--- config.mk ---
export PLATFORM = sky130hd
export DESIGN_NAME = lcd_request_arbiter
export DESIGN_NICKNAME = d
export VERILOG_FILES = /design/src/rtl/lcd_arb_pkg.sv /design/src/rtl/lcd_request_arbiter_rr.sv /design/src/rtl/lcd_request_arbiter.sv
export SDC_FILE = /design/constraint.sdc
export NUM_CORES = 1
export LEC_CHECK = 0
export BUFFER_PORTS_ARGS = -buffer_cell sky130_fd_sc_hd__clkbuf_2
export CAP_MARGIN = 20
export CORE_AREA = 2 2 505 507
export DETAILED_ROUTE_END_ITERATION = 10
export DIE_AREA = 0 0 507 509
export SLEW_MARGIN = 10
export SYNTH_ARGS = -nofsm -noshare
export SYNTH_HDL_FRONTEND = slang
export SYNTH_SLANG_ARGS = --single-unit
--- constraint.sdc ---
create_clock -name CLK -period 5.8 [get_ports CLK]
set_input_delay 1.45 -clock CLK [delete_from_list [all_inputs] [get_ports CLK]]
set_output_delay 1.45 -clock CLK [all_outputs]
set_load 0.005 [all_outputs]
--- src/rtl/lcd_arb_pkg.sv ---
// Shared types and constants for the LCD request arbiter.
package lcd_arb_pkg;

  typedef enum logic [1:0] {
    IDLE      = 2'd0,
    WAIT_BUSY = 2'd1,
    WAIT_DONE = 2'd2,
    GAP       = 2'd3
  } arb_state_t;

  localparam int LCD_LINE_CHARS = 16;
  localparam logic [LCD_LINE_CHARS*8-1:0] BLANK_LINE = {LCD_LINE_CHARS{8'h20}};

  function automatic int max_int(input int a, input int b);
    return (a > b) ? a : b;
  endfunction

endpackage

--- src/rtl/lcd_request_arbiter_rr.sv ---
// Combinational round-robin picker: first set request at or after pointer, wrapping.
module rr_arbiter #(
  parameter int N     = 4,
  parameter int IDX_W = $clog2(N)
) (
  input  logic [N-1:0]     req,
  input  logic [IDX_W-1:0] pointer,
  output logic [N-1:0]     pick,
  output logic [IDX_W-1:0] pick_idx,
  output logic             valid
);

  logic [IDX_W-1:0] cand;

  always_comb begin
    pick     = '0;
    pick_idx = '0;
    valid    = 1'b0;
    cand     = '0;
    for (int unsigned k = 0; k < N; k++) begin
      cand = IDX_W'((32'(pointer) + k) % N);
      if (!valid && req[cand]) begin
        valid    = 1'b1;
        pick_idx = cand;
        pick     = N'(1) << cand;
      end
    end
  end

endmodule

--- src/rtl/lcd_request_arbiter.sv ---
// Shares one LCD text path between N_REQ requesters: round-robin grant, line latch,
// start pulse, done tracking with timeout, and an enforced idle gap between transfers.
module lcd_request_arbiter
  import lcd_arb_pkg::*;
#(
  parameter int N_REQ      = 4,
  parameter int LINE_BITS  = 128,
  parameter int MIN_GAP    = 50000,
  parameter int TX_TIMEOUT = 5000000
) (
  input  logic                       CLK,
  input  logic                       RESET,
  input  logic [N_REQ-1:0]           req,
  input  logic [N_REQ*LINE_BITS-1:0] line1_in,
  input  logic [N_REQ*LINE_BITS-1:0] line2_in,
  output logic [N_REQ-1:0]           grant,
  output logic [N_REQ-1:0]           done,
  output logic                       err,
  output logic                       busy,
  output logic                       lcd_send,
  output logic [LINE_BITS-1:0]       lcd_line1,
  output logic [LINE_BITS-1:0]       lcd_line2,
  input  logic                       lcd_done
);

  localparam int IDX_W   = $clog2(N_REQ);
  localparam int CNT_MAX = max_int(MIN_GAP, TX_TIMEOUT);
  localparam int CNT_W   = $clog2(CNT_MAX + 1);
  localparam logic [CNT_W-1:0] TO_LAST  = CNT_W'(TX_TIMEOUT - 1);
  localparam logic [CNT_W-1:0] GAP_LAST = (MIN_GAP > 0) ? CNT_W'(MIN_GAP - 1) : '0;
  localparam logic [CNT_W-1:0] CNT_SAT  = CNT_W'(CNT_MAX);
  localparam arb_state_t AFTER_XFER     = (MIN_GAP > 0) ? GAP : IDLE;

  arb_state_t       state;
  logic [IDX_W-1:0] ptr;
  logic [CNT_W-1:0] cnt;
  logic [CNT_W-1:0] cnt_inc;
  logic             timeout;
  logic [N_REQ-1:0] pick;
  logic [IDX_W-1:0] pick_idx;
  logic             pick_valid;

  rr_arbiter #(
    .N     (N_REQ),
    .IDX_W (IDX_W)
  ) u_rr (
    .req      (req),
    .pointer  (ptr),
    .pick     (pick),
    .pick_idx (pick_idx),
    .valid    (pick_valid)
  );

  // One counter serves both the transfer timeout and the gap; it is cleared on each entry.
  assign cnt_inc = (cnt == CNT_SAT) ? cnt : cnt + 1'b1;
  assign timeout = (cnt == TO_LAST);
  assign busy    = (state != IDLE);

  always_ff @(posedge CLK) begin
    if (RESET) begin
      state     <= IDLE;
      ptr       <= '0;
      cnt       <= '0;
      grant     <= '0;
      done      <= '0;
      err       <= 1'b0;
      lcd_send  <= 1'b0;
      lcd_line1 <= LINE_BITS'(BLANK_LINE);
      lcd_line2 <= LINE_BITS'(BLANK_LINE);
    end else begin
      done     <= '0;
      err      <= 1'b0;
      lcd_send <= 1'b0;
      case (state)
        IDLE: begin
          if (pick_valid) begin
            grant     <= pick;
            lcd_line1 <= line1_in[32'(pick_idx)*LINE_BITS +: LINE_BITS];
            lcd_line2 <= line2_in[32'(pick_idx)*LINE_BITS +: LINE_BITS];
            lcd_send  <= 1'b1;
            cnt       <= '0;
            ptr       <= (pick_idx == IDX_W'(N_REQ - 1)) ? '0 : pick_idx + 1'b1;
            state     <= WAIT_BUSY;
          end
        end
        WAIT_BUSY: begin
          if (timeout) begin
            done  <= grant;
            err   <= 1'b1;
            grant <= '0;
            cnt   <= '0;
            state <= AFTER_XFER;
          end else begin
            cnt <= cnt_inc;
            if (!lcd_done) state <= WAIT_DONE;
          end
        end
        WAIT_DONE: begin
          // A completion seen in the timeout cycle wins over the timeout.
          if (lcd_done) begin
            done  <= grant;
            grant <= '0;
            cnt   <= '0;
            state <= AFTER_XFER;
          end else if (timeout) begin
            done  <= grant;
            err   <= 1'b1;
            grant <= '0;
            cnt   <= '0;
            state <= AFTER_XFER;
          end else begin
            cnt <= cnt_inc;
          end
        end
        GAP: begin
          if (cnt == GAP_LAST) begin
            cnt   <= '0;
            state <= IDLE;
          end else begin
            cnt <= cnt_inc;
          end
        end
        default: state <= IDLE;
      endcase
    end
  end

endmodule

Yosys cells after proc, flatten, opt, wreduce, memory -nomap -nowiden
Cells that the tools add are included. W data, S select, Z words.

Bits of input ports: 1031. Memories: 0. Output and inout bits: 267. Bits in registers: 293. Word-level logic and storage cells: 94. Latch bits: 0. ROM bits: 0. RAM bits: 0.

Bitwise gates (word level): 1. Reductions and logical operators: 13. Shifts and indexed selects: 6. $mul: 0. $add $sub $neg: 5. Eq/ne operators: 11. Magnitude comparators: 4. Div/mod/pow operators: 0. Muxes and demuxes: 45.

Operators by type and width (count): $shiftx A512 B10 Y128 (2); $mux W23 (5); $pmux W23 S4 (1); $eq A23 B23 Y1 const B (2); $mux W4 (9); $add A23 B1 Y23 const B (1); $eq A23 B16 Y1 const B (1); $mux W2 (11); $shl A1 B2 Y4 const A (4); $lt A2 B3 Y1 const B (4); $pmux W4 S3 (1); $mux W1 (11); $bmux W1 S2 (4); $pmux W2 S4 (1); $pmux W4 S2 (1); $eq A2 B2 Y1 const B (3); $ne A3 B3 Y1 const B (2); $add A2 B1 Y2 const B (2); $add A2 B2 Y2 const B (2); $ne A2 B2 Y1 const B (2); $reduce_and A2 Y1 (2); $reduce_and A4 Y1 (1); $logic_and A1 B1 Y1 (3); $logic_not A1 Y1 (3); other kinds (7) (7).

Logic depth before layout (Yosys ltp)
Word-level depth: 14. Gate-level depth with buffers: 13. Depth with buffers taken out: 8.

Hierarchy
Synthesis repeated with hierarchy kept, for this count alone.

Cells, all modules: 1744. Area total of the unflattened synthesis: 17331.6 um^2.

By module, submodules not included: lcd_request_arbiter (sequential area each 5865.6 um^2, times used 1, cells each 1658, area an instance 16718.5 um^2); rr_arbiter (sequential area each 0.0 um^2, times used 1, cells each 86, area an instance 613.1 um^2).

Least setup slack after synthesis
OpenSTA, ideal clock, no wires.

Path kind: input port to flip-flop. From: input req[1]. To: register ptr[1]. Arrival time: 3.441 ns. Data required time: 5.683 ns. Stages: 10. Path slack: 2.242 ns. Path buffers: 4. Setup time: 0.117 ns. Path through: clkbuf_1 mux4_2 nor2b_4 or2_1 a22o_1 buf_6 buf_6 buf_6 xor2_1 a22o_1.

Word-level cells in the longest chain between the ends: 14. Elaborated cells between the ends (all ways): 26. Those cells by class: add/sub: 1; eq/ne: 1; mux: 17; reduce/logical: 7.

RTL lines: start, declared (RTL line lcd_request_arbiter.sv:13) `input logic [N_REQ-1:0] req,`; $bmux W1 S2 (RTL line lcd_request_arbiter_rr.sv:22) `if (!valid && req[cand]) begin`; $mux W1 (not written as such) (RTL line lcd_request_arbiter_rr.sv:22); $mux W1 (RTL line lcd_request_arbiter_rr.sv:22); $logic_not A1 Y1 (RTL line lcd_request_arbiter_rr.sv:22); $logic_and A1 B1 Y1 (RTL line lcd_request_arbiter_rr.sv:22); $mux W1 (RTL line lcd_request_arbiter_rr.sv:22); $logic_not A1 Y1 (RTL line lcd_request_arbiter_rr.sv:22); $logic_and A1 B1 Y1 (RTL line lcd_request_arbiter_rr.sv:22); $mux W1 (RTL line lcd_request_arbiter_rr.sv:22); $logic_not A1 Y1 (RTL line lcd_request_arbiter_rr.sv:22); $logic_and A1 B1 Y1 (RTL line lcd_request_arbiter_rr.sv:22); $mux W2 (RTL line lcd_request_arbiter_rr.sv:22); $add A2 B1 Y2 / $eq A2 B2 Y1 (equally long branches) (RTL line lcd_request_arbiter.sv:82) `ptr <= (pick_idx == IDX_W'(N_REQ - 1)) ? '0 : pick_idx + 1'b1;`; $mux W2 (RTL line lcd_request_arbiter.sv:82); end signal, assigned (RTL line lcd_request_arbiter.sv:82); end, declared (RTL line lcd_request_arbiter.sv:35) `logic [IDX_W-1:0] ptr;`.

Several ways; a longest one is shown, not always the timed one. The select of a mux whose other input is x is not followed. A chain may end at the register's enable or synchronous reset.

Final worst setup path
From: register ptr[0]. To: register lcd_line1[123].

Word-level cells in the longest chain between the ends: 13. Elaborated cells between the ends (all ways): 27. Those cells by class: add/sub: 3; shift: 1; mux: 16; reduce/logical: 7.

RTL lines: parallel branches: the longest is 13 deep, another holds $add A2 B1 Y2; end signal, assigned (RTL line lcd_request_arbiter.sv:68) `lcd_line1 <= LINE_BITS'(BLANK_LINE);`; end signal, assigned (RTL line lcd_request_arbiter.sv:78) `lcd_line1 <= line1_in[32'(pick_idx)*LINE_BITS +: LINE_BITS];`; end, declared (RTL line lcd_request_arbiter.sv:21) `output logic [LINE_BITS-1:0] lcd_line1,`.

Several ways; the timed one is not identified. The select of a mux whose other input is x is not followed.

==> impl_results.md <==
- WL/cell: ~35 um
- Routed Antenna Nets: 0
- GP Congestion: approximately 1
- Clk buf depth: 3
- Met3 usage: approximately 11%
- Vias: around 22,000
- Asr flop ratio synth: 0%
- Sequential share of the synthesized area: about a third
- Worst VDD drop: roughly 0.00044 V
- DRT Pass-1 Iters: 6
- FP Rows: roughly 190
- Max-slew violations: 0
- Iter 0 DRT Violations: between 2,000 and 2,500
- Commonest non-fill, non-tap cells in the layout: clkbuf_2, mux2i_1, dfxtp_1, nand2_1, o221ai_1
- CP Cell Sequence: inv_1, ha_1, mux4_2, nor2b_4, or2_1, a22o_4, buf_4, mux2i_1, o221ai_1
- IO buf count: ~1,300
- Multi-input logic area: about 10000 sq um
- Final Cycle Share: 81.5%
- CTS resizes: 0
- Startpoint class of the critical path: flip-flop
- Core Box Area: approximately 250,000 sq um
- Slew margin rel.: between 30% and 40%
- Gate Count Post-Synth: 1,725
- Commonest non-fill, non-tap cell in the layout: clkbuf_2
- Total power draw: around 17 mW
- Post-place instance area: around 27,000 sq um
- DRC Markers: 0
- Die area: roughly 260,000 sq um
- Total CTS buffers: 47
- NetSw: approximately 8.0 mW
- Layout cells sized above 1: approximately 48%
- Ports: about 1,300
- Top Usage Layer GRT: met2
- Worst EP arrival: 5.22 ns
- Grt met2 use: a little over a quarter
- Clock transition at the registers of the reported paths: 0.06 ns
- CP top delay family: multiplexers
- Fin area: roughly 30,000 sq um
- Status: finished, final reports clean
- Largest net degree at the start of global routing: 81
- Post-Syn Nets: 2,768
- Endpoints failing setup: 0
- Fill count: ~29,000
- Fin nets: about 4,000
- Vias in the first global route: between 15,000 and 20,000
- Final Hold Viols: 0
- Crit path kind: flip-flop to flip-flop
- RSZ-0062 raised after global routing: no
- Slew @ Worst Pin: between 0.9 and 1 ns
- Combinational Power Share: ~58%
- Setup TNS: 0 ns
- Die Y: approximately 510 um
- PwrDens: 573 nW/um^2
- Initial antenna violation count: between 300 and 400
- First-pass GRT wire length: ~270,000 um
- Yosys Warn Count: 0
- CTS tree: done
- Distinct cell type count of the synthesized netlist: 53
- GR Overflow Total: 0
- Fin crit period: around 4.7 ns
- Primary FF master, synth: dfxtp_1
- # H-tree levels: 2
- Switching share of power: between 40% and 50%
- Clk pwr share: slightly below 20%
- Worst setup EP type: flip-flop
- Crit Path Max Fanout: 43
- EDFF count, synth: 0
- Clock root buffer: clkbuf_16
- Clock skew: ~0.043 ns
- Via/cell ratio: 3.40
- HPWL after detailed placement: 201,000 um
- Register area: between 5000 and 6000 sq um
- P_leak: ~13 nW
- Clk sink count: 293
- Hold Path Class: flip-flop to flip-flop
- CTS Hold Bufs: 0
- Later-pin clock latency in the skew report: just under 0.7 ns
- Met1 GRT Util: between 10% and 20%
- Routed WL: 226,000 um
- Int Power: about 9 mW
- Post-synthesis average cell area: just under 10 sq um
- Final core utilization: 11.5%
- Post-CTS Setup Bufs: 0
- CP bufs+invs: 2
- Sequential share of power: 22.1%
- Critical path's largest stage delay: 0.72 ns
- Initial Utilization: 6.62%
- Die X: 507 um
- Hold slack: 0.461 ns
- GRT Resource Usage Total: approximately 17%
- Slowest-stage cell, CP: mux2i_1
- Register bit total from synthesis: just under 300
- Area growth syn-to-layout: 74.3%
- Max Cap Violations: 0
- Fmax: 212 MHz
- Worst EP required: about 6.3 ns
- Post-synthesis cell area: between 15,000 and 20,000 sq um
==> worst register-to-register path, stage by stage, from the launching register on <==
cell      delay [ns]
dfxtp_1         0.62
inv_1           0.25
ha_1            0.52
mux4_2          0.65
nor2b_4         0.19
or2_1           0.15
a22o_4          0.45
buf_4           0.75
mux2i_1         0.74
o221ai_1        0.23
==> synth_stat cells (2+ instances only) <==
library cell / count / area [sq um]
nand2_1: 250 / 938
nand3_1: 11 / 55.1
o21ai_0: 23 / 115
and3_1: 4 / 25.0
nor2b_1: 4 / 25.0
nand4_1: 7 / 43.8
xnor2_1: 5 / 43.8
o41ai_1: 3 / 26.3
dfxtp_1: 293 / 5870
buf_4: 21 / 158
or4_1: 4 / 30.0
a22oi_1: 4 / 30.0
nor2_1: 59 / 221
a21o_1: 4 / 30.0
nand2b_1: 4 / 25.0
buf_2: 4 / 20.0
a22o_1: 6 / 52.6
clkbuf_1: 93 / 349
nor3_1: 9 / 45.0
o221ai_1: 224 / 1960
or2_2: 4 / 25.0
nand3b_1: 2 / 15.0
xor2_1: 5 / 43.8
o22ai_1: 3 / 18.8
nor3b_1: 3 / 22.5
a21oi_1: 18 / 90.1
ha_1: 12 / 150
mux2i_1: 515 / 5150
mux4_2: 3 / 67.6
a211oi_1: 10 / 75.1
buf_6: 35 / 394
nor4b_1: 2 / 17.5
nor4_1: 3 / 18.8
and2_1: 5 / 31.3
or3_1: 8 / 50.1
a221oi_1: 33 / 289
inv_1: 16 / 60.1
==> cell type report <==
class | count | area share (%)
Antenna cell | 101 | 0.867
Clock buffer | 56 | 4.25
Clock inverter | 31 | 1.53
Inverter | 16 | 0.206
Multi-Input combinational cell | 1262 | 34.0
Sequential cell | 293 | 20.1
Tap cell | 3366 | 14.4
Timing Repair Buffer | 1356 | 24.6
==> registers in the layout, summed over array words and instances (netlist names) <==
| register | cells |
|---|---|
| lcd_send | 1 |
| grant | 4 |
| err | 1 |
| cnt | 23 |
| ptr | 2 |
| done | 4 |
| lcd_line1 | 128 |
| state | 2 |
| lcd_line2 | 128 |
==> kinds of logic after synthesis <==
logic type | Yosys count | share of synthesized area [%]
XOR/XNOR | 10 | 0.524
buffers and inverters | 170 | 5.91
AO/OA/AOI/OAI | 337 | 16.5
adder cells (fa/ha/maj) | 12 | 0.898
multiplexers | 519 | 31.3
AND/OR/NAND/NOR | 384 | 9.79
flip-flops | 293 | 35.1
==> per-layer routing <==
metal | vias to the layer above | wire (um)
met3 | 656 | 35400
met2 | 1765 | 98800
met5 | - | 1330
met1 | 10100 | 81600
met4 | 202 | 8510
li1 | 9241 | -
==> through the flow <==
| stage | cells | setup slack (ns) |
|---|---|---|
| floorplan | 1725 | 2.24 |
| global placement | 6293 | 0.782 |
| detailed placement | 6293 | 0.751 |
| CTS | 6380 | 0.942 |
| global route | 6413 | 0.790 |
| finish | 6481 | 1.07 |
==> power groups by stage <==
stage	sequential [mW]	combinational, mW	clock [mW]
5_1_grt	3.78	10.3	3.46
3_3_place_gp	3.71	9.86	0
2_1_floorplan	3.56	5.51	0
4_1_cts	3.69	9.92	3.43
3_5_place_dp	3.71	9.89	0
6_report	3.69	9.70	3.31
==> worst paths after layout <==
| check | startpoint | slack, ns | end | cells after the start |
|---|---|---|---|---|
| setup / recovery | ptr[0] | 1.07 | lcd_line1[123] | 9 |
| hold / removal | lcd_line1[10] | 0.46 | lcd_line1[10] | 2 |
| setup reg to reg | ptr[0] | 1.07 | lcd_line1[123] | 9 |
| hold reg to reg | lcd_line1[10] | 0.46 | lcd_line1[10] | 2 |
(Power assumes the default switching activity.)
